===== src/rtl/program_load_controller.sv =====
// Program loader: streams LOAD_LENGTH bytes into memory, checks a trailing checksum
// against a readback sum, then hands the memory port to the CPU.
module program_load_controller #(
    parameter int ADDR_WIDTH  = 8,
    parameter int DATA_WIDTH  = 8,
    parameter int LOAD_LENGTH = 256
) (
    input  logic                  clock_in,
    input  logic                  reset_in,
    input  logic                  start_in,
    input  logic [DATA_WIDTH-1:0] rx_data_in,
    input  logic                  rx_valid_in,
    output logic                  rx_ready_out,
    input  logic [DATA_WIDTH-1:0] mem_rdata_in,
    input  logic [ADDR_WIDTH-1:0] cpu_address_in,
    input  logic [DATA_WIDTH-1:0] cpu_data_in,
    input  logic                  cpu_wr_en_in,
    output logic [ADDR_WIDTH-1:0] mem_address_out,
    output logic [DATA_WIDTH-1:0] mem_data_out,
    output logic                  mem_wr_en_out,
    output logic                  busy_out,
    output logic                  run_out,
    output logic                  error_out
);
    // One extra counter bit so VERIFY can count to LOAD_LENGTH when it equals 2^ADDR_WIDTH.
    localparam int CW = ADDR_WIDTH + 1;
    localparam logic [CW-1:0] LAST = CW'(LOAD_LENGTH - 1);
    localparam logic [CW-1:0] LEN  = CW'(LOAD_LENGTH);

    typedef enum logic [2:0] {IDLE, LOAD, CKSUM, VERIFY, RUN, ERROR} state_t;

    state_t                state;
    logic [CW-1:0]         count;
    logic [DATA_WIDTH-1:0] load_sum;
    logic [DATA_WIDTH-1:0] rb_sum;
    logic [DATA_WIDTH-1:0] expected;
    logic [DATA_WIDTH-1:0] rb_final;
    logic                  xfer;

    assign rx_ready_out = (state == LOAD) || (state == CKSUM);
    assign xfer         = rx_valid_in && rx_ready_out;
    assign rb_final     = rb_sum + mem_rdata_in;
    assign busy_out     = (state == LOAD) || (state == CKSUM) || (state == VERIFY);
    assign run_out      = (state == RUN);
    assign error_out    = (state == ERROR);

    always_ff @(posedge clock_in or posedge reset_in) begin
        if (reset_in) begin
            state    <= IDLE;
            count    <= '0;
            load_sum <= '0;
            rb_sum   <= '0;
            expected <= '0;
        end else begin
            case (state)
                IDLE, RUN, ERROR: begin
                    if (start_in) begin
                        state    <= LOAD;
                        count    <= '0;
                        load_sum <= '0;
                        rb_sum   <= '0;
                        expected <= '0;
                    end
                end
                LOAD: begin
                    if (xfer) begin
                        load_sum <= load_sum + rx_data_in;
                        if (count == LAST) begin
                            count <= '0;
                            state <= CKSUM;
                        end else begin
                            count <= count + 1'b1;
                        end
                    end
                end
                CKSUM: begin
                    if (xfer) begin
                        expected <= rx_data_in;
                        rb_sum   <= '0;
                        count    <= '0;
                        state    <= VERIFY;
                    end
                end
                VERIFY: begin
                    // Read data lags the address by one cycle, so cycle 0 has nothing to add.
                    if (count == LEN) begin
                        count <= '0;
                        state <= (rb_final == expected && rb_final == load_sum) ? RUN : ERROR;
                    end else begin
                        if (count != '0) rb_sum <= rb_final;
                        count <= count + 1'b1;
                    end
                end
                default: state <= IDLE;
            endcase
        end
    end

    always_comb begin
        mem_address_out = '0;
        mem_data_out    = '0;
        mem_wr_en_out   = 1'b0;
        case (state)
            LOAD: begin
                mem_address_out = count[ADDR_WIDTH-1:0];
                if (xfer) begin
                    mem_data_out  = rx_data_in;
                    mem_wr_en_out = 1'b1;
                end
            end
            VERIFY: begin
                if (count != LEN) mem_address_out = count[ADDR_WIDTH-1:0];
            end
            RUN: begin
                mem_address_out = cpu_address_in;
                mem_data_out    = cpu_data_in;
                mem_wr_en_out   = cpu_wr_en_in;
            end
            default: ;
        endcase
    end
endmodule

===== config.mk =====
export PLATFORM = sky130hd
export DESIGN_NAME = program_load_controller
export DESIGN_NICKNAME = d
export VERILOG_FILES = /design/src/rtl/program_load_controller.sv
export SDC_FILE = /design/constraint.sdc
export NUM_CORES = 1
export LEC_CHECK = 0
export CORE_MARGIN = 2
export CORE_UTILIZATION = 55
export DETAILED_ROUTE_END_ITERATION = 10
export PLACE_DENSITY = 0.95
export SYNTH_ARGS = -nofsm -noshare
export SYNTH_HDL_FRONTEND = slang
export SYNTH_SLANG_ARGS = --single-unit

===== constraint.sdc =====
create_clock -name clock_in -period 3.73 [get_ports clock_in]
set_input_delay 0.373 -clock clock_in [delete_from_list [all_inputs] [get_ports clock_in]]
set_output_delay 0.373 -clock clock_in [all_outputs]
set_load 0.05 [all_outputs]

---- Word-level counts from Yosys, hierarchy flattened ----
Index checks and enable logic that the tools add are counted.
word-level totals
  register bits ........................... 36
  bits in latches ......................... 0
  memory bits (writable) .................. 0
  memory bits (read-only) ................. 0
  logic and storage cells ................. 69
  memories kept ........................... 0
cells by class
  $add $sub $neg .......................... 3
  $mul .................................... 0
  div/mod/pow operators ................... 0
  order comparisons ....................... 0
  eq/ne operators ......................... 17
  shifts and indexed selects .............. 0
  multiplexer cells ....................... 28
  bitwise gates (word level) .............. 0
  reductions and logical operators ........ 16
operator list
  kind                                                  number
  two-way mux 8 bit                                     8
  one-hot mux 8 bit (2 select lines)                    3
  one-hot mux 8 bit (3 select lines)                    2
  two-way mux 9 bit                                     5
  one-hot mux 9 bit (4 select lines)                    1
  adder 8 bit                                           2
  equality test 8 bit                                   2
  two-way mux 3 bit                                     5
  one-hot mux 3 bit (4 select lines)                    1
  AND reduction 5 bit                                   2
  adder 9 x 1 -> 9 bit (second input constant)          1
  equality test 9 x 8 -> 1 bit (second input constant)  1
  equality test 9 bit (second input constant)           1
  != test 9 bit (second input constant)                 1
  nonzero test 9 bit                                    1
  != test 2 bit (second input constant)                 4
  equality test 3 x 2 -> 1 bit (second input constant)  2
  equality test 3 bit (second input constant)           2
  != test 2 x 1 -> 1 bit (second input constant)        3
  AND reduction 3 bit                                   2
  AND reduction 4 bit                                   1
  nonzero test 2 bit                                    2
  nonzero test 4 bit                                    1
  equality test 3 x 1 -> 1 bit (second input constant)  1
  other kinds (7)                                       10

---- Longest topological paths before layout ----
Gate-level depths: netlist of run 1.
  word-level depth ........................ 6
  mapped depth ............................ 12
  depth with buffers taken out ............ 11

---- Least setup slack after synthesis of run 1 ----
OpenSTA, ideal clock, no wires.
  kind .................................... flip-flop to output port
  start point ............................. reg state[2]
  end point ............................... out mem_address_out[2]
  data arrival time ....................... 2.203 ns
  data required time ...................... 3.357 ns
  setup slack ............................. 1.154 ns
  stages on the path, launching flop included .. 6
  path buffers ............................ 2
  cell sequence ........................... dfrtp_1 > clkbuf_1 > inv_1 > nor3_2 > clkbuf_1 > a22o_1
between the ends
  word-level cells in the longest chain between the ends .. 2
ends and longest elaborated chain
  what                                line  RTL
  start: declaration                  32    state_t state;
  start signal: assignment            88    state <= (rb_final == expected && rb_final == load_sum) ? RUN : ERROR;
  equality test 3 bit                 --
  via run_out                         22    output logic run_out,
  one-hot mux 8 bit (3 select lines)  103   case (state)
  end: declaration                    18    output logic [ADDR_WIDTH-1:0] mem_address_out,
The timed path passes the listed nets, and every way through them passes these cells.

---- Worst setup path in the final report of run 1 ----
  start point ............................. reg count[0]
  end point ............................... out mem_address_out[0]
between the ends
  word-level cells in the longest chain between the ends .. 3
ends and longest elaborated chain
  what                                  line  RTL
  start: declaration                    33    logic [CW-1:0] count;
  start signal: assignment              72    count <= count + 1'b1;
  start signal: assignment              91    count <= count + 1'b1;
  != test 9 bit                         112   if (count != LEN) mem_address_out = count[ADDR_WIDTH-1:0];
  two-way mux 8 bit                     112
  one-hot mux 8 bit (3 select lines) *  103
Mark *: on every way between the ends. The rest lies on a longest branch, timed or not.

==> results of run 1 <==
==> sequential cells by signal, summed over array words and instances (netlist names) <==
signal,flops
count,9
expected,8
load_sum,8
state,3
rb_sum,8
==> cell type report <==
class / count / area share (%)
clock buffer: 7 / 2.81
multi-input combinational: 255 / 49.7
sequential: 36 / 26.2
inverter: 14 / 1.53
timing repair buffer: 60 / 17.3
tap: 67 / 2.44
==> placed cells by master, fill, tap and decap left out, types with 2 or more instances in the layout <==
master,n
clkdlybuf4s50_1,57
nand2_1,47
dfrtp_1,36
o21ai_0,34
a22o_1,26
nor2_1,21
ha_1,18
inv_1,14
a21oi_1,11
nand2b_1,8
xnor2_1,8
nand3_1,7
clkbuf_8,7
mux2i_1,6
a21o_1,5
nor3_1,5
and3_1,5
a31oi_1,4
o22ai_1,4
o211ai_1,3
and2_1,3
nand4_1,3
a211oi_1,3
or3_1,3
xor2_1,3
buf_4,3
nand4b_1,2
o22a_1,2
or2_2,2
o21bai_1,2
fa_1,2
==> power groups by stage <==
stage | logic, mW | registers (mW) | clock network (mW)
5_1_grt | 1.77 | 0.717 | 0.328
2_1_floorplan | 1.25 | 0.621 | 0
3_5_place_dp | 1.59 | 0.693 | 0
3_3_place_gp | 1.53 | 0.684 | 0
4_1_cts | 1.60 | 0.687 | 0.308
6_report | 1.61 | 0.692 | 0.305
==> kinds of logic (layout without fill, tap and decap cells) <==
group / after synthesis / after routing / share of synthesized area, %
AND/OR/NAND/NOR: 112 / 112 / 20.1
AO/OA/AOI/OAI: 105 / 105 / 26.5
flip-flops: 36 / 36 / 33.3
buffers and inverters: 25 / 81 / 3.74
adder cells (fa/ha/maj): 20 / 20 / 9.79
XOR/XNOR: 12 / 12 / 4.39
multiplexers: 6 / 6 / 2.22
==> how the worst min path moves through the flow <==
stage	from	end	slack [ns]	depth (start not counted)
finish	reset_in	count[8]$_DFFE_PP0P_	0.48	3
global route	rb_sum[7]$_DFFE_PP0P_	rb_sum[7]$_DFFE_PP0P_	0.51	1
CTS	rb_sum[7]$_DFFE_PP0P_	rb_sum[7]$_DFFE_PP0P_	0.49	1
detailed placement	rb_sum[3]$_DFFE_PP0P_	rb_sum[3]$_DFFE_PP0P_	0.48	2
global placement	rb_sum[7]$_DFFE_PP0P_	rb_sum[7]$_DFFE_PP0P_	0.47	1
floorplan	rb_sum[7]$_DFFE_PP0P_	rb_sum[7]$_DFFE_PP0P_	0.45	1
==> routing by layer <==
layer  share of wire (%)  up-vias  track usage (%)  routed length, um
met5                   0        -                0                  0
met4                 2.5        0             11.3                172
met3                 6.3       17             6.50                442
met2                  49       88             45.1               3440
met1                  42     1248             35.2               2960
li1                    -     1262                -                  -
==> worst min-delay path: cells and delay by family <==
kind	cells	cell delay, ns
buf+inv	3	0.84
==> results.py, run 1 <==
metrics = {
    "run_status": {
        "outcome": "finished, final reports clean",
    },
    "setup_path": {
        "crit_chain": "inv_1, ha_1, nor4b_4, nand3_1, inv_1, a21oi_1, a22o_1, clkdlybuf4s50_1",
        "cp_data_arrival_time_ns": 2.81,
        "timing.critical_path.buf_inv": 3,
        "startpoint_type": "flip-flop",
        "worst_setup_path_end_kind": "output pin",
        "crit_top_cell": "inv_1",
        "reg2reg_slack_ns": 0.87,
        "cpMaxStageDelayCell": "clkdlybuf4s50_1",
        "r2r-start": "count[0]$_DFFE_PP0P_",
        "rr_endpoint": "state[0]$_DFFE_PP0P_",
        "path_depth": 8,
        "ff2ff_path_depth": 11,
        "startpoint": "count[0]$_DFFE_PP0P_",
        "slowest_delay_ns": 0.83,
        "crit_family": "buffers and inverters",
        "criticalPathCategory": "reg2out",
        "cp.required_ns": 3.36,
        "timing.critical_path.to": "mem_address_out[0]",
        "path_max_fanout": 7,
    },
    "grt": {
        "antenna_found_initial": 0,
        "grt_max_degree": 37,
        "grt_pass1_wl_um": 11700,
        "track_usage_pct": 27.6,
        "grt_pass1_vias": 2559,
        "grt_overflow": 0,
    },
    "sta": {
        "rsz0062_at_grt": "false",
        "worst_slew_pin_slew_ns": 0.744,
        "setup_violations": 0,
        "slew_viol_final": 0,
        "hold_ws_ns": 0.480,
        "fin_crit_ns": 3.18,
        "hold_viol": 0,
        "fin_crit_sh_pct": 85.3,
        "fmax_mhz": 314,
        "fin_skew_ns": 0.00417,
        "tns_ns": 0,
        "relSlewSlack_pct": 50.2,
        "setup_slack_ns": 0.549,
    },
    "yosys": {
        "yosysWarnings": 0,
        "ys_seq_area_share_pct": 33.3,
        "ys_ff_latch": 36,
        "avgSynthCellArea_um2": 8.57,
        "syn-cell-area_um2": 2710,
        "synth.most_common_cell": "nand2_1",
        "syn_inst": 316,
        "synth_ff_type": "dfrtp_1",
        "yosysUniqueCellTypes": 50,
        "synth_nets": 373,
        "synth-async-reset-ratio_pct": 100,
        "synth_top_area_share_pct": 33.3,
        "synth_top_area_cell": "dfrtp_1",
        "synth_edf_count": 0,
        "synthTopCellsByArea": "dfrtp_1 33%, a22o_1 8.4%, ha_1 8.3%",
        "netlist_top_cells_count": "47 x nand2_1, 36 x dfrtp_1, 34 x o21ai_0, 26 x a22o_1, 21 x nor2_1",
    },
    "placement": {
        "place_hpwl_um": 5260,
        "dp_slack_ns": 0.852,
        "placed_area_um2": 3340,
        "portBuffers": 57,
        "dp_cells": 432,
        "gp_congestion": 0.899,
    },
    "routing": {
        "drtAntennaViolNets": 0,
        "drt-total-wl_um": 7010,
        "vias_per_cell": 5.96,
        "first_iter_violations": 248,
        "vias": 2615,
        "first_pass_iters": 5,
        "routedWlPerCell_um": 16.0,
        "route.detailed.drc": 0,
    },
    "layout": {
        "multi_input_area_um2": 1710,
        "fill_cells": 361,
        "utilization_pct": 72.7,
        "finalNetCount": 429,
        "finalInstanceArea_um2": 3430,
        "drive_above_1_share_pct": 4.84,
        "n_antenna_cell": 0,
        "area_growth_pct": 26.7,
        "final_cells": 439,
        "final-seq-area_um2": 901,
    },
    "cts": {
        "cts_buffers": 5,
        "cts_max_level": 2,
        "cts_setup_buffers": 0,
        "postCtsHoldBufs": 0,
        "cts_tree": "yes",
        "clkLatencyLatePin_ns": 0.29,
        "cts_resized": 0,
        "clk_path_buf_depth": 2,
        "cts_num_sinks": 36,
        "clkTransAtPathRegs_ns": 0.07,
        "root_buffer": "clkbuf_8",
    },
    "worst_hold_path": {
        "hold_class": "in2async",
    },
    "floorplanning": {
        "start_util_pct": 57.4,
        "coreArea_um2": 4720,
        "rows": 25,
        "die_h_um": 74.2,
        "ioPinCount": 58,
        "die_area_um2": 5500,
        "die_w_um": 74.2,
    },
    "flow_run": {
        "cap_violations": 0,
    },
    "pwr": {
        "power.density_nw_per_um2": 760,
        "ir_drop_mv": 0.371,
        "sw_frac_of_total_pct": 47.9,
        "p_int_mw": 1.36,
        "pwr-share-comb_pct": 61.8,
        "power_frac_seq_pct": 26.5,
        "power_switching_mw": 1.25,
        "p_leak_nw": 1.50,
        "p_clk_share_pct": 11.7,
        "fin_total_pwr_mw": 2.61,
    },
}
No activity file was read; power rests on OpenSTA's default activity.
==> inputs of run 2 (changes only) <==
Settings changed: CORE_UTILIZATION 55 to 47, PLACE_DENSITY 0.95 to 0.9.
Clock period 3.73 ns to 2.84 ns, I/O delays scaled along.
==> run 2 against run 1 <==
Compared with the run above:
- register-to-register slack worse by 0.58 ns
- combinational power up 42%
- clock power up 49%
- sequential power up 32%
- cell count up 1.6%
- wire length up 0.58%
- clock-buffer cell count down 2
- power up 40%
==> results.py, run 2 (same netlist as run 1, synthesis figures left out) <==
metrics = {
    "run_status": {
        "outcome": "finished, final reports clean",
    },
    "worst_hold_path": {
        "hold_class": "in2async",
    },
    "floorplanning": {
        "die_area_um2": 6390,
        "rows": 27,
        "die_w_um": 79.9,
        "die_h_um": 79.9,
        "ioPinCount": 58,
        "start_util_pct": 48.9,
        "coreArea_um2": 5540,
    },
    "routing": {
        "vias": 2596,
        "routedWlPerCell_um": 15.8,
        "route.detailed.drc": 0,
        "drt-total-wl_um": 7050,
        "drtAntennaViolNets": 0,
        "first_pass_iters": 6,
        "vias_per_cell": 5.82,
        "first_iter_violations": 245,
    },
    "layout": {
        "drive_above_1_share_pct": 10.4,
        "largest_register_ffs": 9,
        "final_cell_mix": "47 x nand2_1, 39 x clkdlybuf4s50_1, 36 x dfrtp_1",
        "area_growth_pct": 34.5,
        "top_register": "count",
        "n_antenna_cell": 0,
        "layout_commonest_cell": "nand2_1",
        "finalNetCount": 430,
        "utilization_pct": 65.8,
    },
    "setup_path": {
        "crit_chain": "inv_1, ha_1, nor4b_4, nand3_1, inv_1, a21oi_1, a22o_1, buf_12",
        "reg2reg_slack_ns": 0.29,
        "path_max_fanout": 7,
        "rr_endpoint": "count[7]$_DFFE_PP0P_",
        "criticalPathCategory": "reg2out",
        "cp_data_arrival_time_ns": 2.28,
        "ff2ff_path_depth": 12,
        "startpoint_type": "flip-flop",
        "slowest_delay_ns": 0.44,
        "cpMaxStageDelayCell": "dfrtp_1",
        "worst_setup_path_end_kind": "output pin",
        "cp.required_ns": 2.56,
        "r2r-start": "count[0]$_DFFE_PP0P_",
        "crit_top_cell": "inv_1",
    },
    "sta": {
        "relSlewSlack_pct": 50.4,
        "fin_crit_ns": 2.56,
        "rsz0062_at_grt": "false",
        "tns_ns": 0,
        "fmax_mhz": 390,
        "hold_viol": 0,
        "slew_viol_final": 0,
        "fin_skew_ns": 0.00863,
        "setup_violations": 0,
        "worst_slew_pin_slew_ns": 0.740,
        "fin_crit_sh_pct": 90.3,
    },
    "pwr": {
        "p_leak_nw": 1.59,
        "p_int_mw": 1.97,
        "power.density_nw_per_um2": 1000,
        "power_switching_mw": 1.69,
        "pwr-share-comb_pct": 62.5,
        "ir_drop_mv": 0.495,
        "p_clk_share_pct": 12.4,
        "sw_frac_of_total_pct": 46.2,
        "power_frac_seq_pct": 25.0,
    },
    "cts": {
        "cts_setup_buffers": 0,
        "cts_buffers": 5,
        "cts_max_level": 2,
        "root_buffer": "clkbuf_8",
        "cts_num_sinks": 36,
        "clkTransAtPathRegs_ns": 0.08,
        "postCtsHoldBufs": 0,
        "clkLatencyLatePin_ns": 0.29,
        "clk_path_buf_depth": 2,
        "cts_tree": "yes",
    },
    "placement": {
        "portBuffers": 57,
        "gp_congestion": 0.847,
        "place_hpwl_um": 5350,
    },
    "grt": {
        "track_usage_pct": 24.1,
        "grt_pass1_vias": 2600,
        "antenna_found_initial": 0,
        "grt_pass1_wl_um": 12100,
        "grt_overflow": 0,
        "grt_max_degree": 37,
    },
    "flow_run": {
        "cap_violations": 0,
    },
}
==> run 2: changes by cell type in the layout (fill, tap and decap cells not counted) <==
cell,delta
buf_12,+18
buf_4,+1
bufinv_16,+1
clkbuf_8,-2
clkdlybuf4s50_1,-18
clkinv_2,+1
clkinvlp_4,+1
nor2_1,-1
nor2_2,+1
==> run 2: worst max path at each step <==
stage                               startpoint  slack (ns)              endpoint  cells past startpoint
final                     count[0]$_DFFE_PP0P_        0.28    mem_address_out[1]                      8
after global routing      count[0]$_DFFE_PP0P_        0.08    mem_address_out[1]                      8
after CTS                 count[0]$_DFFE_PP0P_        0.24  count[7]$_DFFE_PP0P_                     12
after detailed placement       mem_rdata_in[0]        0.13  state[0]$_DFFE_PP0P_                     10
after global placement         mem_rdata_in[0]        0.18  state[0]$_DFFE_PP0P_                     10
after floorplan           state[2]$_DFFE_PP0P_        0.35    mem_address_out[2]                      5
==> run 2: power groups by stage <==
stage	combinational (mW)	sequential (mW)	clock, mW
6_report	2.29	0.915	0.455
5_1_grt	2.51	0.946	0.482
4_1_cts	2.28	0.908	0.464
3_5_place_dp	2.26	0.916	0
3_3_place_gp	2.17	0.900	0
2_1_floorplan	1.64	0.816	0
==> run 2: cell type report <==
type | instances | area, um2
flip-flops and latches | 36 | 901
repair buffers | 61 | 781
multi-input cells | 255 | 1710
inverters | 14 | 52.6
well taps | 72 | 90.1
clock inverters | 3 | 42.5
fillers | 443 | 1900
clock buffers | 5 | 68.8
==> run 2: worst max-delay path: cells and delay by family (launching register included) <==
family,cells,cell delay (ns)
AND/OR/NAND/NOR,2,0.57
AO/OA/AOI/OAI,2,0.46
flip-flops,1,0.44
buffers and inverters,3,0.35
adder cells (fa/ha/maj),1,0.18
==> run 2: what timing repair did <==
item,CTS,global route
resized for setup,0,1
setup endpoints to repair,0,1
hold endpoints to repair,0,0
==> run 2: metrics by stage <==
stage          area, um2  cells  setup WS [ns]  total power, mW  hold WS [ns]
6_report            3640    446          0.275             3.66         0.401
5_1_grt             3640    446         0.0785             3.93         0.468
3_3_place_gp        3530    438          0.184             3.07         0.465
4_1_cts             3640    446          0.241             3.65         0.414
3_5_place_dp        3530    438          0.126             3.18         0.479
2_1_floorplan       2710    316          0.353             2.46         0.420
==> run 2: routing by layer <==
layer / share of wire (%) / up-vias / routed length (um) / track usage [%]
li1: - / 1262 / - / -
met1: 43 / 1228 / 3050 / 31.5
met2: 49 / 93 / 3470 / 39.8
met3: 5.4 / 13 / 380 / 4.41
met4: 2.1 / 0 / 151 / 8.47
met5: 0 / - / 0 / 0
==> inputs of run 3 (changes only) <==
Settings changed: ABC_AREA set to 1, CAP_MARGIN set to 10, PLACE_DENSITY 0.9 to 0.89, SLEW_MARGIN set to 20.
==> run 3 against run 2 <==
Compared with the run above:
- power shrank 6.9%
- cell count grew 20%
- clock skew is essentially flat
- highest routed layer unchanged
- clock power shrank 16%
- combinational power shrank 2%
- utilization shrank 3.5 points
- global-route usage shrank 0.62 points
- register-to-register slack gained 0.24 ns
==> results.py, run 3 <==
metrics = {
    "floorplanning": {
        "coreArea_um2": 5890,
        "ioPinCount": 58,
        "start_util_pct": 48.3,
        "die_area_um2": 6690,
        "rows": 28,
        "die_h_um": 81.8,
        "die_w_um": 81.8,
    },
    "cts": {
        "cts_setup_buffers": 0,
        "cts_buffers": 5,
        "cts_num_sinks": 36,
        "clk_path_buf_depth": 2,
        "root_buffer": "clkbuf_8",
        "clkTransAtPathRegs_ns": 0.07,
        "clkLatencyLatePin_ns": 0.29,
        "cts_tree": "yes",
        "cts_max_level": 2,
    },
    "layout": {
        "final_cell_mix": "89 x nand2_1, 64 x inv_1, 45 x nand3_1",
        "finalInstanceArea_um2": 3670,
        "finalNetCount": 516,
        "n_antenna_cell": 0,
        "final_cells": 535,
        "area_growth_pct": 28.9,
        "drive_above_1_share_pct": 9.35,
        "largest_register_ffs": 9,
        "top_register": "count",
        "layout_commonest_cell": "nand2_1",
    },
    "yosys": {
        "synth.most_common_cell": "nand2_1",
        "syn-cell-area_um2": 2850,
        "synth_nets": 453,
        "syn_inst": 396,
        "synth_top_area_share_pct": 31.7,
        "synth_edf_count": 0,
        "synth-async-reset-ratio_pct": 100,
        "ys_seq_area_share_pct": 31.7,
        "synth_top_area_cell": "dfrtp_1",
        "netlist_top_cells_count": "89 x nand2_1, 64 x inv_1, 45 x nand3_1, 36 x dfrtp_1, 32 x o21ai_0",
        "avgSynthCellArea_um2": 7.18,
        "synthTopCellsByArea": "dfrtp_1 32%, nand2_1 12%, inv_1 8.4%",
        "yosysWarnings": 0,
        "yosysUniqueCellTypes": 39,
        "ys_ff_latch": 36,
        "synth_ff_type": "dfrtp_1",
    },
    "placement": {
        "dp_cells": 527,
        "gp_congestion": 0.871,
        "place_hpwl_um": 5580,
        "placed_area_um2": 3590,
        "portBuffers": 57,
    },
    "routing": {
        "vias_per_cell": 5.36,
        "routedWlPerCell_um": 13.2,
        "vias": 2866,
        "route.detailed.drc": 0,
        "drtAntennaViolNets": 0,
        "drt-total-wl_um": 7060,
        "first_iter_violations": 157,
        "first_pass_iters": 4,
    },
    "setup_path": {
        "ff2ff_path_depth": 17,
        "worst_setup_path_end_kind": "output pin",
        "timing.critical_path.buf_inv": 2,
        "cp.required_ns": 2.56,
        "crit_family": "buffers and inverters",
        "path_max_fanout": 8,
        "cpMaxStageDelayCell": "dlygate4sd2_1",
        "r2r-start": "rb_sum[0]$_DFFE_PP0P_",
        "cp_data_arrival_time_ns": 2.30,
        "reg2reg_slack_ns": 0.53,
        "startpoint_type": "flip-flop",
        "crit_chain": "inv_1, ha_1, nand4_1, nor2_1, nand2_1, a21oi_1, o21ai_0, dlygate4sd2_1",
        "slowest_delay_ns": 0.45,
        "criticalPathCategory": "reg2out",
        "rr_endpoint": "state[0]$_DFFE_PP0P_",
    },
    "sta": {
        "slew_viol_final": 0,
        "relSlewSlack_pct": 64.3,
        "fin_crit_ns": 2.59,
        "rsz0062_at_grt": "false",
        "setup_violations": 0,
        "hold_viol": 0,
        "fin_skew_ns": 0.00873,
        "tns_ns": 0,
        "worst_slew_pin_slew_ns": 0.534,
        "fin_crit_sh_pct": 91.0,
        "hold_ws_ns": 0.399,
        "fmax_mhz": 387,
    },
    "pwr": {
        "pwr-share-comb_pct": 65.7,
        "fin_total_pwr_mw": 3.41,
        "p_clk_share_pct": 11.2,
        "power.density_nw_per_um2": 929,
        "p_leak_nw": 1.78,
        "ir_drop_mv": 0.530,
        "p_int_mw": 1.64,
        "power_frac_seq_pct": 23.1,
        "power_switching_mw": 1.76,
        "sw_frac_of_total_pct": 51.8,
    },
    "worst_hold_path": {
        "hold_class": "in2async",
    },
    "grt": {
        "track_usage_pct": 23.4,
        "antenna_found_initial": 0,
        "grt_pass1_wl_um": 12200,
        "grt_overflow": 0,
        "grt_max_degree": 37,
        "grt_pass1_vias": 2805,
    },
    "run_status": {
        "outcome": "finished, final reports clean",
    },
    "flow_run": {
        "cap_violations": 0,
    },
}
[run 3: power by group through the flow]
stage          logic [mW]  registers, mW  clock network [mW]
2_1_floorplan        1.64          0.764                   0
3_3_place_gp         2.17          0.786                   0
3_5_place_dp         2.23          0.794                   0
4_1_cts              2.24          0.786               0.384
5_1_grt              2.49          0.807               0.400
6_report             2.24          0.787               0.380
[run 3: worst max path at each step]
stage	cells after the start	from	to
4_1_cts	8	count[0]$_DFFE_PP0P_	mem_address_out[5]
3_3_place_gp	18	mem_rdata_in[0]	state[0]$_DFFE_PP0P_
2_1_floorplan	5	state[2]$_DFFE_PP0P_	mem_address_out[0]
3_5_place_dp	18	mem_rdata_in[0]	state[0]$_DFFE_PP0P_
6_report	8	count[0]$_DFFE_PP0P_	mem_address_out[5]
5_1_grt	8	count[0]$_DFFE_PP0P_	mem_address_out[6]
[run 3: metrics by stage]
step	utilization (%)	setup WS [ns]
3_3_place_gp	60.9	0.306
5_1_grt	62.3	0.0188
4_1_cts	62.3	0.229
2_1_floorplan	-	0.433
6_report	62.3	0.255
3_5_place_dp	60.9	0.132
[run 3: what timing repair did]
action / 4_1_cts / 5_1_grt
resized for setup: 8 / 0
hold buffers: 0 / 0
endpoints found under the setup margin: 8 / 0
[run 3: metal layers]
metal	wire length (um)	part of all wire, %	global-route usage (%)	up-vias
met5	0	0	0	-
met4	137	1.9	8.50	0
met2	3480	49	42.0	91
met3	483	6.8	4.07	14
li1	-	-	-	1430
met1	2960	42	28.0	1331
[run 3: cell families (layout without fill, tap and decap cells)]
logic type | after synthesis | count (layout) | synth area share, %
buf+inv | 74 | 138 | 10.5
compound gates | 73 | 73 | 16.1
simple gates | 190 | 190 | 31.5
xor+xnor | 3 | 3 | 0.924
flops | 36 | 36 | 31.7
fa+ha+maj | 20 | 20 | 9.32
[run 3: final cells by class]
class                   instances  area, um2
fillers                       535       2220
multi-input cells             286       1650
flip-flops and latches         36        901
repair buffers                 60        673
inverters                      70        263
well taps                      75       93.8
clock buffers                   8       90.1
[run 3: worst min-delay path: cells and delay by family]
kind | cells | cell delay (ns)
buf+inv | 3 | 0.84
